### src/rtl/pocket_i2s_pkg.sv
// Shared types and framing constants for the Pocket I2S audio path.
package pocket_i2s_pkg;

  typedef enum logic [1:0] {
    SYNC  = 2'd0,
    LEFT  = 2'd1,
    RIGHT = 2'd2
  } i2s_rx_state_t;

  localparam int I2S_WORD_BITS = 16;
  localparam int I2S_SLOT_BITS = 32;

endpackage

### src/rtl/i2s_input_sync.sv
// Two-flop synchronizer for an asynchronous pin plus an edge register
// providing single-cycle rise/fall strobes in the clk_74a domain.
module i2s_input_sync (
  input  logic clk_74a,
  input  logic reset_n,
  input  logic din,
  output logic din_sync,
  output logic rise,
  output logic fall
);

  logic meta_q, meta_d;
  logic sync_q, sync_d;
  logic edge_q, edge_d;

  always_comb begin
    meta_d = din;
    sync_d = meta_q;
    edge_d = sync_q;
  end

  always_ff @(posedge clk_74a or negedge reset_n) begin
    if (!reset_n) begin
      meta_q <= 1'b0;
      sync_q <= 1'b0;
      edge_q <= 1'b0;
    end else begin
      meta_q <= meta_d;
      sync_q <= sync_d;
      edge_q <= edge_d;
    end
  end

  assign din_sync = sync_q;
  assign rise     = sync_q & ~edge_q;
  assign fall     = ~sync_q & edge_q;

endmodule

### src/rtl/i2s_audio_rx.sv
// I2S receiver: recovers 16-bit left/right words from SCLK/LRCK/SDATA and
// presents them as a stereo pair with a one-cycle valid strobe.
module i2s_audio_rx
  import pocket_i2s_pkg::*;
#(
  parameter int CHANNEL_WIDTH  = 15,
  parameter int SIGNED_OUTPUT  = 0,
  parameter int TIMEOUT_CYCLES = 4096
) (
  input  logic                     clk_74a,
  input  logic                     reset_n,
  input  logic                     i2s_sclk,
  input  logic                     i2s_lrck,
  input  logic                     i2s_sdata,
  output logic [CHANNEL_WIDTH-1:0] audio_l,
  output logic [CHANNEL_WIDTH-1:0] audio_r,
  output logic                     sample_valid,
  output logic                     locked,
  output logic                     frame_error
);

  localparam int SLICE_MSB = (SIGNED_OUTPUT != 0) ? I2S_WORD_BITS - 1 : I2S_WORD_BITS - 2;
  localparam int IDLE_W    = $clog2(TIMEOUT_CYCLES + 1);
  localparam logic [4:0]        CNT_FULL = 5'(I2S_WORD_BITS);
  localparam logic [IDLE_W-1:0] IDLE_MAX = IDLE_W'(TIMEOUT_CYCLES);

  // Unsigned mode drops the sign bit and keeps the next CHANNEL_WIDTH bits.
  function automatic logic [CHANNEL_WIDTH-1:0] slice(input logic [I2S_WORD_BITS-1:0] w);
    return w[SLICE_MSB -: CHANNEL_WIDTH];
  endfunction

  logic sclk_rise, sclk_level_unused, sclk_fall_unused;
  logic lrck_s, lrck_rise_unused, lrck_fall_unused;

  i2s_input_sync u_sclk_sync (
    .clk_74a  (clk_74a),
    .reset_n  (reset_n),
    .din      (i2s_sclk),
    .din_sync (sclk_level_unused),
    .rise     (sclk_rise),
    .fall     (sclk_fall_unused)
  );

  i2s_input_sync u_lrck_sync (
    .clk_74a  (clk_74a),
    .reset_n  (reset_n),
    .din      (i2s_lrck),
    .din_sync (lrck_s),
    .rise     (lrck_rise_unused),
    .fall     (lrck_fall_unused)
  );

  logic sdata_meta_q, sdata_meta_d, sdata_q, sdata_d;

  i2s_rx_state_t              state_q, state_d;
  logic [4:0]                 bit_cnt_q, bit_cnt_d;
  logic [I2S_WORD_BITS-1:0]   word_q, word_d;
  logic [I2S_WORD_BITS-1:0]   left_hold_q, left_hold_d;
  logic                       lrck_last_q, lrck_last_d;
  logic [IDLE_W-1:0]          idle_q, idle_d;
  logic [CHANNEL_WIDTH-1:0]   audio_l_q, audio_l_d, audio_r_q, audio_r_d;
  logic                       valid_q, valid_d, locked_q, locked_d, ferr_q, ferr_d;

  // LRCK transitions are judged only between consecutive SCLK rises.
  logic lr_fall, lr_rise;
  assign lr_fall = lrck_last_q & ~lrck_s;
  assign lr_rise = ~lrck_last_q & lrck_s;

  always_comb begin
    sdata_meta_d = i2s_sdata;
    sdata_d      = sdata_meta_q;
    state_d      = state_q;
    bit_cnt_d    = bit_cnt_q;
    word_d       = word_q;
    left_hold_d  = left_hold_q;
    lrck_last_d  = lrck_last_q;
    idle_d       = idle_q;
    audio_l_d    = audio_l_q;
    audio_r_d    = audio_r_q;
    valid_d      = 1'b0;
    locked_d     = locked_q;
    ferr_d       = ferr_q;

    if (sclk_rise) begin
      idle_d      = '0;
      lrck_last_d = lrck_s;
      // The rise that first sees a new LRCK carries the old slot's LSB.
      if (lr_fall || lr_rise) begin
        bit_cnt_d = '0;
      end else if (state_q != SYNC && bit_cnt_q < CNT_FULL) begin
        word_d    = {word_q[I2S_WORD_BITS-2:0], sdata_q};
        bit_cnt_d = bit_cnt_q + 5'd1;
      end

      unique case (state_q)
        SYNC: begin
          if (lr_fall) state_d = LEFT;
        end
        LEFT: begin
          if (lr_rise) begin
            if (bit_cnt_q == CNT_FULL) begin
              left_hold_d = word_q;
              state_d     = RIGHT;
            end else begin
              ferr_d   = 1'b1;
              locked_d = 1'b0;
              state_d  = SYNC;
            end
          end
        end
        RIGHT: begin
          if (lr_fall) begin
            if (bit_cnt_q == CNT_FULL) begin
              audio_l_d = slice(left_hold_q);
              audio_r_d = slice(word_q);
              valid_d   = 1'b1;
              locked_d  = 1'b1;
              state_d   = LEFT;
            end else begin
              ferr_d   = 1'b1;
              locked_d = 1'b0;
              state_d  = SYNC;
            end
          end
        end
        default: state_d = SYNC;
      endcase
    end else if (idle_q == IDLE_MAX) begin
      state_d  = SYNC;
      locked_d = 1'b0;
    end else begin
      idle_d = idle_q + IDLE_W'(1);
    end
  end

  always_ff @(posedge clk_74a or negedge reset_n) begin
    if (!reset_n) begin
      sdata_meta_q <= 1'b0;
      sdata_q      <= 1'b0;
      state_q      <= SYNC;
      bit_cnt_q    <= '0;
      word_q       <= '0;
      left_hold_q  <= '0;
      lrck_last_q  <= 1'b0;
      idle_q       <= '0;
      audio_l_q    <= '0;
      audio_r_q    <= '0;
      valid_q      <= 1'b0;
      locked_q     <= 1'b0;
      ferr_q       <= 1'b0;
    end else begin
      sdata_meta_q <= sdata_meta_d;
      sdata_q      <= sdata_d;
      state_q      <= state_d;
      bit_cnt_q    <= bit_cnt_d;
      word_q       <= word_d;
      left_hold_q  <= left_hold_d;
      lrck_last_q  <= lrck_last_d;
      idle_q       <= idle_d;
      audio_l_q    <= audio_l_d;
      audio_r_q    <= audio_r_d;
      valid_q      <= valid_d;
      locked_q     <= locked_d;
      ferr_q       <= ferr_d;
    end
  end

  assign audio_l      = audio_l_q;
  assign audio_r      = audio_r_q;
  assign sample_valid = valid_q;
  assign locked       = locked_q;
  assign frame_error  = ferr_q;

endmodule

### config.mk
export PLATFORM = sky130hd
export DESIGN_NAME = i2s_audio_rx
export DESIGN_NICKNAME = d
export VERILOG_FILES = /design/src/rtl/pocket_i2s_pkg.sv /design/src/rtl/i2s_input_sync.sv /design/src/rtl/i2s_audio_rx.sv
export SDC_FILE = /design/constraint.sdc
export NUM_CORES = 1
export LEC_CHECK = 0
export ABC_AREA = 1
export BUFFER_PORTS_ARGS = -buffer_cell sky130_fd_sc_hd__buf_2
export CORE_ASPECT_RATIO = 0.8
export CORE_UTILIZATION = 56
export CTS_BUF_LIST = sky130_fd_sc_hd__clkbuf_2
export DETAILED_ROUTE_END_ITERATION = 6
export HOLD_SLACK_MARGIN = 0.05
export PLACE_DENSITY_LB_ADDON = 0.05
export SLEW_MARGIN = 20
export SYNTH_ARGS = -nofsm -noshare
export SYNTH_HDL_FRONTEND = slang
export SYNTH_SLANG_ARGS = --single-unit
### constraint.sdc
create_clock -name clk_74a -period 2.01 [get_ports clk_74a]
set_input_delay 0.603 -clock clk_74a [delete_from_list [all_inputs] [get_ports clk_74a]]
set_output_delay 0.603 -clock clk_74a [all_outputs]
set_load 0.05 [all_outputs]
## After elaboration in Yosys (flattened, before gate mapping)

Index checks and enable logic that the tools add are counted.

- Multiply operators: 0
- Shifts and indexed selects: 0
- $add $sub $neg: 2
- Reductions and logical operators: 14
- Magnitude comparators: 1
- Multiplexer cells: 26
- Eq/ne operators: 12
- Div/mod/pow operators: 0
- Bitwise gates (word level): 7

Operator list:

| kind | number |
|---|---|
| $mux W13 | 2 |
| $reduce_and A4 Y1 | 4 |
| $add A13 B1 Y13 const B | 1 |
| $eq A13 B13 Y1 const B | 1 |
| $mux W1 | 13 |
| $mux W2 | 6 |
| $ne A3 B3 Y1 const B | 4 |
| $mux W5 | 2 |
| $reduce_bool A2 Y1 | 4 |
| $ne A2 B2 Y1 const B | 3 |
| $pmux W2 S3 | 1 |
| $add A5 B1 Y5 const B | 1 |
| $eq A5 B5 Y1 const B | 1 |
| $lt A5 B5 Y1 const B | 1 |
| $reduce_and A5 Y1 | 1 |
| $not A1 Y1 | 4 |
| $pmux W1 S2 | 2 |
| $and A1 B1 Y1 | 3 |
| $ne A3 B1 Y1 const B | 1 |
| $reduce_and A3 Y1 | 1 |
| $eq A2 B1 Y1 const B | 1 |
| $eq A2 B2 Y1 const B | 1 |
| $logic_not A2 Y1 | 1 |
| $reduce_and A2 Y1 | 1 |
| other kinds (2) | 2 |

- Memories: 0
- Output and inout bits: 33
- Input port bits: 5
- Bits in read-only memories: 0
- Register bits after elaboration: 91
- Latch bits: 0
- Bits in writable memories: 0
- Logic and storage cells: 80

## Longest topological paths before layout

- Depth after elaboration: 5
- Gate-level depth with buffers: 11
- Gate-level depth less buffers: 10

## By module

Synthesis repeated with hierarchy kept, for this count alone.

- Cell total of the unflattened synthesis: 430
- Area, all modules: 3916.3 um^2

Modules (own cells, without submodules):

| module | area an instance (um^2) | cells an instance | sequential area each (um^2) | times used |
|---|---|---|---|---|
| i2s_audio_rx | 3736.1 | 416 | 2152.1 | 1 |
| i2s_input_sync | 90.1 | 7 | 75.1 | 2 |

## Worst setup path before layout

OpenSTA, ideal clock, no wires.

- Path type: reg-to-reg
- Start point: register bit_cnt_q[0]
- End point: register audio_l_q[10] (netlist: audio_l[10])
- Arrival time: 1.356 ns
- Period minus slack after synthesis: 1.474 ns
- Cell stages (with the launch flop): 12
- Library setup time: 0.118 ns
- Path slack: 0.536 ns
- Buffers on the path: 2
- Data required time: 1.892 ns
- Cell sequence: dfrtp_1 > inv_1 > ha_1 > nand2_1 > inv_1 > nand3_4 > nor2_4 > nand2_2 > buf_6 > buf_6 > nand2_1 > nand2_1

- Cells in the longest elaborated chain, start to end: 2

Ends and longest elaborated chain:

| what | line | RTL |
|---|---|---|
| from (decl) | i2s_audio_rx.sv:56 | `logic [4:0] bit_cnt_q, bit_cnt_d;` |
| from (signal assigned) | i2s_audio_rx.sv:155 | `bit_cnt_q <= bit_cnt_d;` |
| $eq A5 B5 Y1 | i2s_audio_rx.sv:113 | `if (bit_cnt_q == CNT_FULL) begin` |
| $reduce_and A4 Y1 (no source line) | - |  |
| to (signal assigned) | i2s_audio_rx.sv:160 | `audio_l_q <= audio_l_d;` |
| to (decl) | i2s_audio_rx.sv:61 | `logic [CHANNEL_WIDTH-1:0] audio_l_q, audio_l_d, audio_r_q, audio_r_d;` |

Every way passes these cells.
A chain may end at the register's enable or synchronous reset.

## Worst setup path in the final report

- Start point: register audio_r_q[8] (netlist: audio_r[8])
- End point: output port audio_r[8]

RTL lines:

| what | line | RTL |
|---|---|---|
| from (decl) | i2s_audio_rx.sv:61 |  |
| from (signal assigned) | i2s_audio_rx.sv:161 | `audio_r_q <= audio_r_d;` |
| to (decl) | i2s_audio_rx.sv:16 | `output logic [CHANNEL_WIDTH-1:0] audio_r,` |

No word-level cell between the ends.

==> results_dict.tcl <==
set metrics [dict create \
    ys_warn_count 0 \
    viasPerCell 5.03 \
    wl_um 6920 \
    syn_avg_cell_area_um2 9.13 \
    status "finished clean" \
    die_w_um 94.2 \
    register_area_mm2 0.00228 \
    portBuffers 37 \
    final_cell_mix "nand2_1, dfrtp_1, buf_2" \
    placedCellCount 533 \
    intPower_mw 2.47 \
    design_area_mm2 0.00422 \
    place_congestion 0.796 \
    tightest_slew_ps 462 \
    utilization_pct 65.2 \
    peakVddDrop_mv 0.526 \
    ys_types 30 \
    nFillCells 564 \
    fin_setup_tns_ps 0 \
    coreArea_mm2 0.00647 \
    root_buffer "clkbuf_2" \
    post-route-period-util_pct 90.7 \
    stdcell_count 550 \
    fin_crit_ps 1820 \
    wl_per_cell_um 12.6 \
    syn_inst 417 \
    grt_pass1_vias 2511 \
    path_buf_inv 1 \
    antenna_cells 0 \
    clkPwrFrac_pct 24.8 \
    finalMaxSlewViolations 0 \
    switching_share_pct 30.6 \
    hpwl_um 4800 \
    die_y_um 75.7 \
    critPathLaunchType "flip-flop" \
    grt_pass1_wl_um 11900 \
    max_freq_mhz 549 \
    start_util_pct 58.8 \
    critPathMaxStageDelay_ps 430 \
    p_sw_mw 1.09 \
    cp.arrival_ps 1220 \
    drt_iter0_drc 149 \
    crit_chain "buf_2" \
    end_kind "primary output" \
    drive_gt1_share_pct 15.2 \
    maxCapViolations 0 \
    drtAntennaViolNets 0 \
    grt_start_max_net_pins 35 \
    hold_path.class "input port to flip-flop" \
    cts_tree "done" \
    maxSlewHeadroom_pct 69.1 \
    finClkSkew_ps 23.6 \
    clk_pin_slew_ps 240 \
    clockBufferDepth 2 \
    rsz0062_at_grt "no" \
    crit_type "flip-flop to primary output" \
    grt_overflow 0 \
    nNetsFinal 476 \
    pin_count 38 \
    syn_to_final_growth_pct 10.9 \
    yosysSeqAreaShare_pct 59.8 \
    num_vias 2765 \
    power.density_mw_per_mm2 844 \
    power.leakage_nw 2.26 \
    finalHoldViolCount 0 \
    pwr-share-comb_pct 15.2 \
    grt_usage_pct 22.2 \
    clock-sinks 91 \
    drc 0 \
    layout_commonest_cell "nand2_1" \
    worst_slack_ps 188 \
    syn_area_mm2 0.00381 \
    cts-hold-fix-buffers 1 \
    path_max_fanout 2 \
    row_count 26 \
    slowest_stage "dfrtp_1" \
    ys_seq_elements 91 \
    pre_cts_ws_ps 381 \
    multi_input_area_mm2 0.00133 \
    cts_resized 0 \
    htreeDepth 3 \
    seqPwrFrac_pct 60.0 \
    cp_data_required_time_ps 1410 \
    grt_antenna_before_repair 0 \
    cts_made_buffers 9 \
    clk_latency_ps 520 \
    syn_nets 432 \
    crit_family "flip-flops" \
    dr.pass1.iters 4 \
    post-cts-setup-buffers 0 \
    dieArea_mm2 0.00713 \
    post_dp_cell_area_mm2 0.00410 \
    setup_violations 0 \
]
## path summary, 6_finish.rpt
path,start,endpoint,slack (ps),cells after the start
worst max-delay path,audio_r[8],audio_r[8],190,1
worst min-delay path,i2s_lrck,u_lrck_sync.meta_q,170,1
worst max register to register,bit_cnt_q[0],audio_l[3],360,10
worst min register to register,sdata_d,sdata_q,380,0
max in group asynchronous,reset_n,state_q[1],900,3
min in group asynchronous,reset_n,idle_q[5],520,2
## logic make-up (layout without fill, tap and decap cells)
logic type               count (synthesis)  after routing  synth area share (%)
AND/OR/NAND/NOR                        213            213                  23.3
flip-flops                              91             91                  59.8
AO/OA/AOI/OAI                           53             53                  7.17
buffers and inverters                   45             94                  5.26
adder cells (fa/ha/maj)                 10             10                  3.29
XOR/XNOR                                 5              5                  1.15
## cell type report
class | instances | share of cell area [%]
Clock buffer | 9 | 1.07
Clock inverter | 7 | 1.57
Inverter | 33 | 2.93
Multi-Input combinational cell | 281 | 31.5
Sequential cell | 91 | 53.9
Tap cell | 84 | 2.49
Timing Repair Buffer | 45 | 6.52
## per-layer routing
metal  routed length (µm)  GRT usage (%)  share of wire, %  up-vias
li1                     -              -                 -     1405
met1                 3710           33.1                54     1301
met2                 2850           31.7                41       55
met3                  295           6.99               4.3        4
met4                   57           5.13              0.82        0
met5                    0              0                 0        -
## registers in the layout, summed over array words and instances, names as in the netlist
| name | cells |
|---|---|
| bit_cnt_q | 5 |
| word_q | 15 |
| u_lrck_sync.meta_q | 1 |
| sdata_d | 1 |
| audio_r | 15 |
| lrck_last_q | 1 |
| frame_error | 1 |
| u_sclk_sync.din_sync | 1 |
| u_sclk_sync.edge_q | 1 |
| audio_l | 15 |
| sdata_q | 1 |
| state_q | 2 |
| sample_valid | 1 |
| locked | 1 |
| u_sclk_sync.meta_q | 1 |
| left_hold_q | 15 |
| u_lrck_sync.din_sync | 1 |
| idle_q | 13 |
## power groups by stage
stage / registers (mW) / clock network, mW / logic (mW)
5_1_grt: 2.17 / 0.982 / 0.632
6_report: 2.14 / 0.883 / 0.542
3_3_place_gp: 2.17 / 0 / 0.533
3_5_place_dp: 2.17 / 0 / 0.544
4_1_cts: 2.14 / 0.923 / 0.548
2_1_floorplan: 2.17 / 0 / 0.363
## synth_stat cells (all sizes together)
cell,instances,share of area [%]
dfrtp,91,60
or2,1,0.16
nand3b,1,0.20
nand4,3,0.49
nand2,152,15
o21ai,36,4.7
xor2,3,0.69
a31o,1,0.23
nand3,19,3.0
ha,10,3.3
nor2,33,3.7
clkbuf,2,0.23
xnor2,2,0.46
inv,33,3.3
nor3,4,0.66
a21oi,14,1.8
o22ai,1,0.16
buf,10,1.8
o21bai,1,0.20
## stage by stage
stage	hold slack, ps	power (mW)
finish	174	3.56
global route	97.6	3.78
CTS	121	3.61
detailed placement	346	2.72
global placement	331	2.70
floorplan	307	2.53
Note: power is estimated with default switching activity, not from simulation.
